[src/rtl/esd_hb_pkg.sv]
// Shared types and elaboration-time helpers for the ESD heartbeat master.
package esd_hb_pkg;

  // FSM state encoding; values are visible on state_o.
  typedef enum logic [2:0] {
    ST_IDLE     = 3'd0,
    ST_RUN      = 3'd1,
    ST_STARVE   = 3'd2,
    ST_SHUTDOWN = 3'd3,
    ST_ACK_LOW  = 3'd4,
    ST_ACK_WAIT = 3'd5
  } hb_state_e;

  localparam int STATE_W = 3;

  // Ceiling log2, used to size counters.
  function automatic int clog2(input int v);
    int r;
    r = 0;
    while ((1 << r) < v) r++;
    return r;
  endfunction

  // Milliseconds to clock cycles, never less than one cycle.
  function automatic int ms_to_cyc(input int clk_hz, input int ms);
    int c;
    c = (clk_hz / 1000) * ms;
    return (c < 1) ? 1 : c;
  endfunction

  // States in which the watchdog kick generator runs.
  function automatic logic kick_active(input hb_state_e s);
    return (s == ST_RUN) || (s == ST_ACK_WAIT);
  endfunction

endpackage

[src/rtl/esd_heartbeat_master_deadline.sv]
// Per-task alive deadline counter: flags a miss when TASK_CYC consecutive
// supervised cycles pass without an alive strobe.
module hb_deadline_ctr
  import esd_hb_pkg::*;
#(
  parameter int TASK_CYC = 1
) (
  input  logic clk,
  input  logic rst,
  input  logic en,
  input  logic clr,
  input  logic alive,
  output logic miss
);

  localparam int W = clog2(TASK_CYC) + 1;

  logic [W-1:0] cnt_q;
  logic         active;

  // A strobe, a disabled task or the clear input all restart the deadline;
  // a strobe on the deadline cycle therefore suppresses the miss.
  assign active = en && !clr && !alive;
  assign miss   = active && (cnt_q == W'(TASK_CYC - 1));

  // Count supervised cycles since the last restart.
  always_ff @(posedge clk or posedge rst) begin
    if (rst)                  cnt_q <= '0;
    else if (!active || miss) cnt_q <= '0;
    else                      cnt_q <= cnt_q + 1'b1;
  end

endmodule

[src/rtl/esd_heartbeat_master.sv]
// Supervised-side heartbeat master for the ESD controller: kicks the watchdog
// while all enabled host tasks are alive, and sequences ACK-based recovery
// after a controller shutdown.
module esd_heartbeat_master
  import esd_hb_pkg::*;
#(
  parameter int CLK_HZ        = 24000000,
  parameter int N_TASKS       = 4,
  parameter int KICK_MS       = 100,
  parameter int KICK_HIGH_CYC = 16,
  parameter int TASK_MS       = 250,
  parameter int ACK_LOW_MS    = 60,
  parameter int RELEASE_MS    = 200
) (
  input  logic               clk,
  input  logic               rst,
  input  logic               start_i,
  input  logic [N_TASKS-1:0] task_en_i,
  input  logic [N_TASKS-1:0] task_alive_i,
  input  logic               shutdown_i,
  input  logic               estop_clear_i,
  input  logic               recover_req_i,
  output logic               wdg_kick_o,
  output logic               ack_n_o,
  output logic [STATE_W-1:0] state_o,
  output logic               fault_o,
  output logic [N_TASKS-1:0] miss_mask_o,
  output logic               ack_fail_o
);

  localparam int KICK_CYC    = ms_to_cyc(CLK_HZ, KICK_MS);
  localparam int TASK_CYC    = ms_to_cyc(CLK_HZ, TASK_MS);
  localparam int ACK_LOW_CYC = ms_to_cyc(CLK_HZ, ACK_LOW_MS);
  localparam int RELEASE_CYC = ms_to_cyc(CLK_HZ, RELEASE_MS);
  localparam int SEQ_CYC     = (ACK_LOW_CYC > RELEASE_CYC) ? ACK_LOW_CYC : RELEASE_CYC;
  localparam int KICK_W      = clog2(KICK_CYC) + 1;
  localparam int SEQ_W       = clog2(SEQ_CYC) + 1;

  hb_state_e          state_q, state_d;
  logic [1:0]         sync_q;
  logic               sd_s;
  logic [KICK_W-1:0]  kick_cnt_q;
  logic [SEQ_W-1:0]   seq_cnt_q;
  logic [N_TASKS-1:0] miss_vec;
  logic [N_TASKS-1:0] miss_mask_q;
  logic               fault_q, ack_fail_q;
  logic               set_fault, set_ack_fail, clr_flags;
  logic               in_run;

  assign in_run = (state_q == ST_RUN);
  assign sd_s   = sync_q[1];

  // Two-flop synchroniser for the controller shutdown line; resets to "shut down".
  // NOTE: sequential state uses non-blocking <= so every flop samples pre-edge values.
  always_ff @(posedge clk or posedge rst) begin
    if (rst) sync_q <= 2'b11;
    else     sync_q <= {sync_q[0], shutdown_i};
  end

  // One deadline counter per supervised task; cleared whenever not in RUN.
  for (genvar i = 0; i < N_TASKS; i++) begin : g_task
    hb_deadline_ctr #(.TASK_CYC(TASK_CYC)) u_ctr (
      .clk   (clk),
      .rst   (rst),
      .en    (task_en_i[i]),
      .clr   (!in_run),
      .alive (task_alive_i[i]),
      .miss  (miss_vec[i])
    );
  end

  // Next-state logic and flag requests.
  // NOTE: every signal gets a default before the case, so no path infers a latch.
  always_comb begin
    state_d      = state_q;
    set_fault    = 1'b0;
    set_ack_fail = 1'b0;
    clr_flags    = 1'b0;
    unique case (state_q)
      ST_IDLE: if (start_i) state_d = ST_RUN;
      ST_RUN: begin
        set_fault = |miss_vec;
        if (sd_s)           state_d = ST_SHUTDOWN;
        else if (|miss_vec) state_d = ST_STARVE;
      end
      ST_STARVE:   if (sd_s) state_d = ST_SHUTDOWN;
      ST_SHUTDOWN: if (recover_req_i && estop_clear_i) state_d = ST_ACK_LOW;
      ST_ACK_LOW:  if (seq_cnt_q == SEQ_W'(ACK_LOW_CYC - 1)) state_d = ST_ACK_WAIT;
      ST_ACK_WAIT: begin
        if (!sd_s) begin
          state_d   = ST_RUN;
          clr_flags = 1'b1;
        end else if (seq_cnt_q == SEQ_W'(RELEASE_CYC - 1)) begin
          state_d      = ST_SHUTDOWN;
          set_ack_fail = 1'b1;
        end
      end
      default: state_d = ST_IDLE;
    endcase
  end

  // State register.
  always_ff @(posedge clk or posedge rst) begin
    if (rst) state_q <= ST_IDLE;
    else     state_q <= state_d;
  end

  // Kick period counter: restarts on entry to a kicking state, held at 0 elsewhere.
  always_ff @(posedge clk or posedge rst) begin
    if (rst)
      kick_cnt_q <= '0;
    else if (kick_active(state_d) && (state_d == state_q))
      kick_cnt_q <= (kick_cnt_q == KICK_W'(KICK_CYC - 1)) ? '0 : kick_cnt_q + 1'b1;
    else
      kick_cnt_q <= '0;
  end

  // Time spent in ACK_LOW / ACK_WAIT, restarted on every state change.
  always_ff @(posedge clk or posedge rst) begin
    if (rst)                        seq_cnt_q <= '0;
    else if (state_d != state_q)    seq_cnt_q <= '0;
    else if (state_q == ST_ACK_LOW ||
             state_q == ST_ACK_WAIT) seq_cnt_q <= seq_cnt_q + 1'b1;
    else                            seq_cnt_q <= '0;
  end

  // Sticky fault, miss mask and ACK-failure flags; cleared on successful recovery.
  always_ff @(posedge clk or posedge rst) begin
    if (rst) begin
      fault_q     <= 1'b0;
      miss_mask_q <= '0;
      ack_fail_q  <= 1'b0;
    end else if (clr_flags) begin
      fault_q     <= 1'b0;
      miss_mask_q <= '0;
      ack_fail_q  <= 1'b0;
    end else begin
      if (set_fault)    fault_q    <= 1'b1;
      if (set_ack_fail) ack_fail_q <= 1'b1;
      miss_mask_q <= miss_mask_q | miss_vec;
    end
  end

  // Outputs decode registered state so reset forces them at once.
  assign wdg_kick_o  = kick_active(state_q) && (kick_cnt_q < KICK_W'(KICK_HIGH_CYC));
  assign ack_n_o     = (state_q != ST_ACK_LOW);
  assign state_o     = state_q;
  assign fault_o     = fault_q;
  assign miss_mask_o = miss_mask_q;
  assign ack_fail_o  = ack_fail_q;

endmodule

[config.mk]
export PLATFORM = sky130hd
export DESIGN_NAME = esd_heartbeat_master
export DESIGN_NICKNAME = d
export VERILOG_FILES = /design/src/rtl/esd_hb_pkg.sv /design/src/rtl/esd_heartbeat_master_deadline.sv /design/src/rtl/esd_heartbeat_master.sv
export SDC_FILE = /design/constraint.sdc
export NUM_CORES = 1
export LEC_CHECK = 0
export ABC_AREA = 0
export CAP_MARGIN = 15
export CORE_MARGIN = 5
export CORE_UTILIZATION = 25
export CTS_BUF_LIST = sky130_fd_sc_hd__clkbuf_4
export DETAILED_ROUTE_END_ITERATION = 10
export PLACE_DENSITY_LB_ADDON = 0.08
export RECOVER_POWER = 100
export SKIP_CTS_REPAIR_TIMING = 1
export SLEW_MARGIN = 20
export SYNTH_ARGS = -nofsm -noshare
export SYNTH_HDL_FRONTEND = slang
export SYNTH_SLANG_ARGS = --single-unit
[constraint.sdc]
create_clock -name clk -period 5.2 [get_ports clk]
set_input_delay 0.52 -clock clk [delete_from_list [all_inputs] [get_ports clk]]
set_output_delay 0.52 -clock clk [all_outputs]
set_load 0.02 [all_outputs]
# ---- Word-level counts from Yosys, hierarchy flattened
# Index checks and enable logic that the tools add are counted.
dict set report word_totals {
  ff_bits 154
  inputBits 14
  word_cells 98
}
dict set report classes {
  n_addsub 6
  n_lt_le_gt_ge 1
  n_eq_ne 17
  n_mux 28
  n_bitwise 1
  n_reduce_logical 34
}
# operator count
set ops {}
lappend ops {{$mux 24} 6}
lappend ops {{$add 24x1->24 const B} 5}
lappend ops {{$eq 24x23->1 const B} 5}
lappend ops {{$mux 23} 2}
lappend ops {{$eq 24x21->1 const B} 1}
lappend ops {{$mux 3} 8}
lappend ops {{$add 23x1->23 const B} 1}
lappend ops {{$eq 23x22->1 const B} 1}
lappend ops {{$lt 23x5->1 const B} 1}
lappend ops {{$pmux 3 s6} 1}
lappend ops {{$logic_and 1x1->1} 15}
lappend ops {{$mux 1} 10}
lappend ops {{$eq 3x3->1 const B} 3}
lappend ops {{$logic_not 1->1} 8}
lappend ops {{$logic_or 1x1->1} 7}
lappend ops {{$eq 3x1->1 const B} 2}
lappend ops {{$eq 3x2->1 const B} 2}
lappend ops {{$mux 4} 1}
lappend ops {{$or 4x4->4} 1}
lappend ops {{$reduce_bool 2->1} 2}
lappend ops {{$reduce_or 4->1} 1}
lappend ops {{$eq 3x3->1} 1}
lappend ops {{$logic_not 3->1} 1}
lappend ops {{$ne 3x3->1} 1}
lappend ops {{$ne 3x3->1 const B} 1}

# ---- Logic depth before layout (Yosys ltp)
# Gate-level depths: netlist of run 1.
dict set report logic_depth {
  word_depth 12
  depth_mapped 8
  ltp_nobuf 6
}

# ---- By module
# From an unflattened synthesis of run 1, not the netlist that was laid out.
dict set report hier_totals {
  hier_cells 875
  area_unflattened_um2 8112.8
}
# mod instances cells_per_inst area_per_inst_um2 seq_area_each_um2
set by_module_without_submodules {}
lappend by_module_without_submodules {hb_deadline_ctr 4 142 1292.5 600.6}
lappend by_module_without_submodules {esd_heartbeat_master 1 307 2942.8 1453.9}

# ---- Least setup slack after synthesis of run 1
# Ideal clock, no wire load.
dict set report synth_path {
  path_kind {flip-flop to flip-flop}
  start {register state_q[1], in the netlist state_o[1]}
  end {register state_q[0], in the netlist state_o[0]}
  setup_ns 0.130
  t_arrival_ns 2.026
  t_required_ns 5.070
  path_slack_ns 3.043
  stages_incl_launch_ff 8
  n_path_buf 3
  path_cell_list {dfrtp_1 -> buf_2 -> or3b_4 -> or3b_1 -> buf_2 -> o2111ai_4 -> buf_6 -> o211ai_1}
}
dict set report synth_between {
  elab_chain_len 8
}
# item line_no
set synth_lines {}
lappend synth_lines {{start: declaration} esd_heartbeat_master.sv:39} ;# hb_state_e state_q, state_d;
lappend synth_lines {{start signal: assignment} esd_heartbeat_master.sv:105} ;# else state_q <= state_d;
lappend synth_lines {{$eq 3x1->1} {esd_heartbeat_master.sv:50, esd_heartbeat_master.sv:79}}
lappend synth_lines {{$logic_and 1x1->1 (2 in series)} esd_heartbeat_master_deadline.sv:23} ;# assign active = en && !clr && !alive;
lappend synth_lines {{$logic_and 1x1->1} esd_heartbeat_master_deadline.sv:24} ;# assign miss = active && (cnt_q == W'(TASK_CYC - 1));
lappend synth_lines {{$reduce_or 4->1} esd_heartbeat_master.sv:84} ;# else if (|miss_vec) state_d = ST_STARVE;
lappend synth_lines {{$mux 3} esd_heartbeat_master.sv:84}
lappend synth_lines {{$mux 3} esd_heartbeat_master.sv:83} ;# if (sd_s) state_d = ST_SHUTDOWN;
lappend synth_lines {{$pmux 3 s6 (*)} esd_heartbeat_master.sv:79} ;# unique case (state_q)
lappend synth_lines {{net state_d[0]} esd_heartbeat_master.sv:39}
# Mark *: on every way through the listed nets, which the timed path passes. The rest lies on a longest branch.
# A chain may end at the register's enable or synchronous reset.

# ---- Worst setup path after layout of run 1
dict set report layout_path {
  start {register state_q[0], in the netlist state_o[0]}
  end {register kick_cnt_q[16]}
}
dict set report layout_between {
  elab_chain_len 12
}
# item line_no
set layout_lines {}
lappend layout_lines {{$eq 3x1->1} {esd_heartbeat_master.sv:50, esd_heartbeat_master.sv:79}}
lappend layout_lines {{$logic_and 1x1->1 (2 in series)} esd_heartbeat_master_deadline.sv:23}
lappend layout_lines {{$logic_and 1x1->1} esd_heartbeat_master_deadline.sv:24}
lappend layout_lines {{$reduce_or 4->1} esd_heartbeat_master.sv:84}
lappend layout_lines {{$mux 3} esd_heartbeat_master.sv:84}
lappend layout_lines {{$mux 3} esd_heartbeat_master.sv:83}
lappend layout_lines {{$pmux 3 s6} esd_heartbeat_master.sv:79}
lappend layout_lines {{$eq 3x1->1 / $eq 3x3->1 (equally long branches)} esd_hb_pkg.sv:33} ;# return (s == ST_RUN) || (s == ST_ACK_WAIT);
lappend layout_lines {{$logic_or 1x1->1} esd_hb_pkg.sv:33}
lappend layout_lines {{$logic_and 1x1->1 (*)} esd_heartbeat_master.sv:112} ;# else if (kick_active(state_d) && (state_d == state_q))
lappend layout_lines {{$mux 23 (*)} esd_heartbeat_master.sv:112}
lappend layout_lines {{end signal: assignment} esd_heartbeat_master.sv:113} ;# kick_cnt_q <= (kick_cnt_q == KICK_W'(KICK_CYC - 1)) ? '0 : kick_cnt_q + 1'b1;
lappend layout_lines {{end: declaration} esd_heartbeat_master.sv:42} ;# logic [KICK_W-1:0] kick_cnt_q;
# Mark *: on every way between the ends. The rest lies on a longest branch, timed or not.

==> implementation parameters, run 1 <==
Parameter                              Value

Routing
  Post-route ant nets ... 0
  Initial DRC count ... 395
  Detail-routed via count per cell ... 4.65
  Number of vias after detailed routing ... 5,767
  WL/cell ... roughly 15 µm
  DRT Pass-1 Iters ... 4
  Routed wire length ... 18,000 µm
  Number of remaining DRC errors ... 0

Power
  Comb pwr share ... 15.9%
  Final Total Pwr ... 2.27 mW
  Power Dens Cells ... 264 nW/µm²
  Internal power ... around 1.5 mW
  Max IR drop VDD ... 0.109 mV
  NetSw ... 0.739 mW
  Reported leakage power ... 3.25 nW
  Switching share of power ... 32.6%
  Sequential fraction of design power ... 56.0%
  Part of the total power dissipated in the clock network ... 28.1%

Yosys
  Most used DFF post-synth ... dfrtp_1
  Synth Net Count ... 834
  Register bit total from synthesis ... 154
  Number of flops mapped to enable cells by yosys ... 0
  Proportion of synthesized flip-flops having asynchronous set or reset ... between 90% and 100%
  Distinct cells, synth ... 51
  Sequential element share of the synthesized area ... 49.5%
  Mapped Avg Cell Area ... 9.56 µm²
  Mapped Area ... approximately 7800 µm²
  Number of standard cells after synthesis ... 814
  Warnings, synthesis ... 0

Hold path
  Worst min-delay path class ... reg2reg
  Cells on Worst Hold Path ... 0
  Beginning of the worst hold path ... sync_q[0]
  End point of the worst hold path ... sync_q[1]

Critical path
  Setup crit end kind ... register
  Critical path required time ... 5.56 ns
  Worst Setup Path Type ... reg2reg
  R2R Setup Slk ... between 1 and 1.5 ns
  Worst flop-to-flop path endpoint ... kick_cnt_q[16]
  Start of the worst register-to-register path ... state_o[0]
  Largest driver fanout on the critical path ... 26
  Startpoint types ... register
  Arrival time reported for the critical path endpoint ... 4.08 ns
  Crit. Startpoint ... state_o[0]
  Reg2reg path depth ... 4

Timing
  Final period util ... 71.7%
  TNS Setup ... 0 ns
  Setup slack after layout ... 1.47 ns
  Setup violation total in the final timing report ... 0
  Skew final ... 0.0237 ns
  Slew of the pin with the lowest slew margin ... between 2 and 2.5 ns
  RSZ-0062 raised after global routing ... no
  Post-Route Hold Slack ... 0.388 ns
  Period minus WS final ... roughly 3.7 ns
  Total count of max-transition violations in the final report ... 116
  Count of final hold-check violations ... 0
  Max frequency ... 0.268 GHz
  Relative slew slack ... -40.7%

Clock tree
  Clock transition at path regs ... 0.13 ns
  Latest clock arrival within the worst-skew pair ... ~0.56 ns
  Clock tree sinks ... 154
  Number of levels in the clock H-tree ... 4
  Clock buffer count from CTS ... 17
  CTS tree ... built
  Clock tree root driver cell ... clkbuf_4
  Clock buffer depth ... 2

Layout
  # nets final ... between 800 and 900
  Fraction of final layout cells sized beyond drive strength 1 ... around 4.3%
  Synthesis-to-finish area growth ... 10.4%
  Post-layout utilization of the core ... 28.0%
  Sequential cell area ... 3860 µm²
  # fillers ... 3,249
  Area used by multi-input combinational logic ... 3670 µm²

Global routing
  GRT Util Overall ... 10.8%
  Grt ovf ... 0
  Initial antenna violation count ... 2
  Maximum number of pins on one net before global-route repair ... 95
  Wire length of the first global-routing pass ... 31,000 µm
  Vias in the first global route ... 5,959

Floorplanning
  IO Pins ... 25
  Initial Utilization ... around 25%
  Core region area ... 30,700 µm²
  Y dimension of the die ... 186 µm
  Area of the die ... 34,800 µm²
  Row Count ... 64
  X dimension of the die ... between 150 and 200 µm

Placement
  Number of buffer cells added on primary ports ... 24
  Placer Congestion ... 0.738
  Worst slack at placement ... around 2.3 ns
  Detailed Place HPWL ... 12,300 µm

Run
  Max Cap Violations ... 4

Run status
  Violations in the final reports ... max-capacitance violations, max-slew violations
  Run status ... finished, violations left
sequential cells by signal, summed over array words and instances (netlist names):
register and cells:
miss_mask_o 4, seq_cnt_q 24, ack_fail_o 1, sync_q 2
g_task.u_ctr.cnt_q 96, kick_cnt_q 23, state_o 3, fault_o 1
metal layers:
| layer | wire, µm | GRT usage, % | share of wire, % |
|---|---|---|---|
| met2 | 8450 | 17.3 | 47 |
| met4 | 197 | 2.61 | 1.1 |
| met5 | 0 | 0 | 0 |
| met1 | 8670 | 14.3 | 48 |
| met3 | 721 | 3.36 | 4.0 |
worst max path at each step:
| stage | endpoint | slack, ns | depth (start not counted) |
|---|---|---|---|
| after CTS | wdg_kick_o | 1.98 | 3 |
| after detailed placement | kick_cnt_q[8] | 2.29 | 5 |
| final | kick_cnt_q[16] | 1.47 | 4 |
| after global placement | kick_cnt_q[11] | 2.39 | 6 |
| after floorplan | ack_fail_o | 0.53 | 1 |
| after global routing | kick_cnt_q[10] | 1.08 | 4 |
kinds of logic after synthesis:
kind of cell	share of synthesized area [%]
AND/OR/NAND/NOR	29.5
adder cells (fa/ha/maj)	0.964
buffers and inverters	3.07
AO/OA/AOI/OAI	2.09
flip-flops	49.5
multiplexers	0.129
XOR/XNOR	14.7
cell usage in the layout, fill, tap and decap left out, types with 3 or more instances in the layout:
cell	netlist	final
a21boi_0	3	3
or4_1	8	8
nand4_1	31	31
nand3_1	51	51
or4b_1	3	3
and3_1	27	27
xor2_1	53	53
clkinv_2	0	4
nand2_1	55	55
inv_1	27	26
nor3_1	48	48
clkinvlp_4	0	5
clkdlybuf4s50_1	0	11
or3_1	3	3
xnor2_1	78	78
o21ai_0	3	3
clkbuf_4	0	19
nor3b_1	4	4
dlygate4sd3_1	0	13
nor2_1	146	146
and2_1	11	9
ha_1	6	6
nor4_1	22	22
dfrtp_1	152	152
nand2b_1	4	4
nor4b_1	9	9
and4_1	12	12
power by group through the flow:
stage | Clock, mW | Combinational, mW | Sequential (mW)
after floorplan | 0 | 0.253 | 1.29
after global placement | 0 | 0.383 | 1.29
after detailed placement | 0 | 0.386 | 1.29
after CTS | 0.688 | 0.389 | 1.27
after global routing | 0.740 | 0.405 | 1.28
final | 0.636 | 0.360 | 1.27
stage by stage:
step / cell area (µm²) / std cells
2_1_floorplan: 7780 / 814
3_3_place_gp: 8400 / 1209
3_5_place_dp: 8410 / 1209
4_1_cts: 8630 / 1240
5_1_grt: 8600 / 1241
6_report: 8600 / 1241
critical path, cell delays in order (launching register included):
cell       delay, ns
dfrtp_1         0.55
or3b_1          0.60
or3b_1          0.54
o2111ai_1       1.66
nor4b_1         0.17
final cells by class:
class / count / area share (%)
clock buffers: 19 / 1.66
inverters: 27 / 1.24
repair buffers: 26 / 2.88
flip-flops and latches: 154 / 44.9
multi-input cells: 606 / 42.6
diodes: 1 / 0.0291
clock inverters: 12 / 0.917
well taps: 396 / 5.76
synth_stat cells (8+ instances only):
| cell type | count | share of area (%) |
|---|---|---|
| nand2_1 | 55 | 2.7 |
| nand4_1 | 31 | 2.5 |
| nor2_1 | 146 | 7.0 |
| nor3_1 | 48 | 3.1 |
| nor4_1 | 22 | 1.8 |
| dfrtp_1 | 152 | 49 |
| and3_1 | 27 | 2.2 |
| inv_1 | 27 | 1.3 |
| nor4b_1 | 9 | 1.0 |
| xnor2_1 | 78 | 8.8 |
| xor2_1 | 53 | 6.0 |
| or4_1 | 8 | 0.77 |
| clkbuf_1 | 14 | 0.68 |
| and4_1 | 12 | 1.4 |
| buf_2 | 8 | 0.51 |
| and2_1 | 11 | 0.88 |
| nand3_1 | 51 | 3.3 |
Power figures use the tool's default switching activity.
==> run 2: changes to the inputs <==
==> constraint.sdc (replaced) <==
create_clock -name clk -period 3.1 [get_ports clk]
set_input_delay 0.31 -clock clk [delete_from_list [all_inputs] [get_ports clk]]
set_output_delay 0.31 -clock clk [all_outputs]
set_load 0.02 [all_outputs]
==> implementation parameters, run 2 (synthesis results as in run 1) <==
Parameter                              Value

Run status
  Run status ... finished clean

Routing
  Routed wire length ... 18,400 µm (+1.8%)
  Detail-routed via count per cell ... 4.48 (-3.5%)
  Post-route ant nets ... 0 (unchanged)
  DRT Pass-1 Iters ... 6 (+2)
  Initial DRC count ... 285 (-28%)
  Number of vias after detailed routing ... 5,628 (-2.4%)
  WL/cell ... 14.6 µm (+0.70%)
  Number of remaining DRC errors ... 0 (unchanged)

Global routing
  Wire length of the first global-routing pass ... 31,400 µm (+1.3%)
  Maximum number of pins on one net before global-route repair ... 85 (-11%)
  GRT Util Overall ... 10.9% (+0.063 points)
  Grt ovf ... 0 (unchanged)
  Vias in the first global route ... 5,853 (-1.8%)
  Initial antenna violation count ... 2 (unchanged)

Clock tree
  Clock tree root driver cell ... clkbuf_4
  CTS tree ... built
  Clock buffer count from CTS ... 17 (unchanged)
  Clock buffer depth ... 2 (unchanged)
  Clock tree sinks ... 154 (unchanged)
  Latest clock arrival within the worst-skew pair ... 0.56 ns (about the same)
  Clock transition at path regs ... 0.14 ns (about the same)
  Number of levels in the clock H-tree ... 4 (unchanged)

Floorplanning
  Row Count ... 64 (unchanged)
  Area of the die ... 34,800 µm² (unchanged)
  IO Pins ... 25 (unchanged)
  Initial Utilization ... 25.4% (unchanged)
  X dimension of the die ... 186 µm (unchanged)
  Core region area ... 30,700 µm² (unchanged)
  Y dimension of the die ... 186 µm (unchanged)

Placement
  Worst slack at placement ... 0.438 ns (-1.85 ns)
  Detailed Place HPWL ... 12,300 µm (-0.41%)
  Number of buffer cells added on primary ports ... 24 (unchanged)
  Placer Congestion ... 0.722 (-2.2%)

Critical path
  Worst-path cell chain ... or4_1 -> nor4_2 -> dlygate4sd3_1
  Largest driver fanout on the critical path ... 5 (-81%)
  Critical path required time ... 2.79 ns (-2.77 ns)
  Critical Path Slowest Stage Cell ... dlygate4sd3_1
  R2R Setup Slk ... 0.36 ns (-1.11 ns)
  Setup crit end kind ... output port
  Startpoint types ... register
  Worst Setup Path Type ... reg2out
  Arrival time reported for the critical path endpoint ... 2.61 ns (-1.47 ns)
  Crit path largest cell delay ... 0.73 ns (-0.93 ns)

Hold path
  Worst min-delay path class ... in2reg

Timing
  Count of final hold-check violations ... 0 (unchanged)
  Post-Route Hold Slack ... 0.319 ns (-0.0691 ns)
  RSZ-0062 raised after global routing ... no
  Setup slack after layout ... 0.180 ns (-1.29 ns)
  Skew final ... 0.0236 ns (-0.000150 ns)
  Final period util ... between 90% and 100%
  TNS Setup ... 0 ns (unchanged)
  Setup violation total in the final timing report ... 0 (unchanged)
  Total count of max-transition violations in the final report ... 0 (-100%)
  Slew of the pin with the lowest slew margin ... 1.20 ns (-0.908 ns)
  Relative slew slack ... 20.0% (+61 points)
  Max frequency ... 0.342 GHz
  Period minus WS final ... just under 3 ns

Layout
  Commonest cells after routing, fill and taps aside ... dfrtp_1 (152), nor2_1 (146), xnor2_1 (78)
  # nets final ... 865 (+1.5%)
  Sequential cell area ... 3860 µm² (unchanged)
  Register bank with the most flops ... g_task.u_ctr.cnt_q
  # fillers ... 3,246 (-0.092%)
  Synthesis-to-finish area growth ... 12.2%
  Fraction of final layout cells sized beyond drive strength 1 ... 5.94% (+1.7 points)
  Area used by multi-input combinational logic ... 3690 µm² (+0.75%)
  Biggest registers after layout ... g_task.u_ctr.cnt_q (96), seq_cnt_q (24), kick_cnt_q (23)
  Flip-flop count of the largest register, all copies and words added ... 96 (unchanged)
  Most common cell after layout, fill and taps aside ... dfrtp_1

Run
  Max Cap Violations ... 0 (-4)

Power
  Reported leakage power ... 3.31 nW (+1.7%)
  Power Dens Cells ... 454 nW/µm² (+72%)
  Max IR drop VDD ... 0.178 mV (+63%)
-- run 2: path summary, 6_finish.rpt --
path,start,endpoint,cells past startpoint
setup / recovery,kick_cnt_q[11],wdg_kick_o,3
hold / removal,shutdown_i,sync_q[0],1
setup reg to reg,state_o[0],state_o[0],6
hold reg to reg,sync_q[0],sync_q[1],0
max in group asynchronous,rst,g_task[2].u_ctr.cnt_q[14],3
min in group asynchronous,rst,g_task[0].u_ctr.cnt_q[17],2
-- run 2: through the flow --
stage	power [mW]	utilization (%)	area, µm²	cells
2_1_floorplan	2.59	-	7790	814
3_3_place_gp	2.89	27.8	8510	1222
3_5_place_dp	2.87	27.8	8510	1222
4_1_cts	4.11	28.6	8770	1254
5_1_grt	4.25	28.5	8740	1255
6_report	3.97	28.5	8740	1255
-- run 2: final cells by class --
class                   count  share of cell area (%)
flip-flops and latches    154                    44.1
multi-input cells         606                    42.3
well taps                 396                    5.67
repair buffers             39                    3.75
clock buffers              18                    1.55
clock inverters            14                    1.43
inverters                  27                    1.17
diodes                      1                  0.0286
-- run 2: metal layers --
layer  vias to the layer above  global-route usage (%)  share of wire, %
met4                         0                    2.69              0.93
met2                        55                    16.6                45
met3                         8                    2.56               2.7
met1                      2715                    15.5                51
li1                       2850                       -                 -
met5                         -                       0                 0
-- run 2: report_power, final --
part / total [mW] / switching, mW / internal [mW] / leakage, nW
combinational: 0.649 / 0.435 / 0.214 / 1.05
sequential: 2.13 / 0.0713 / 2.06 / 2.14
clock: 1.19 / 0.786 / 0.406 / 0.117
total: 3.97 / 1.29 / 2.68 / 3.31
-- run 2: worst max-delay path: cells and delay by family, from the launching register on --
family / cells / cell delay (ns)
buffers and inverters: 1 / 0.73
DFF: 1 / 0.45
and+or+nand+nor: 2 / 0.89
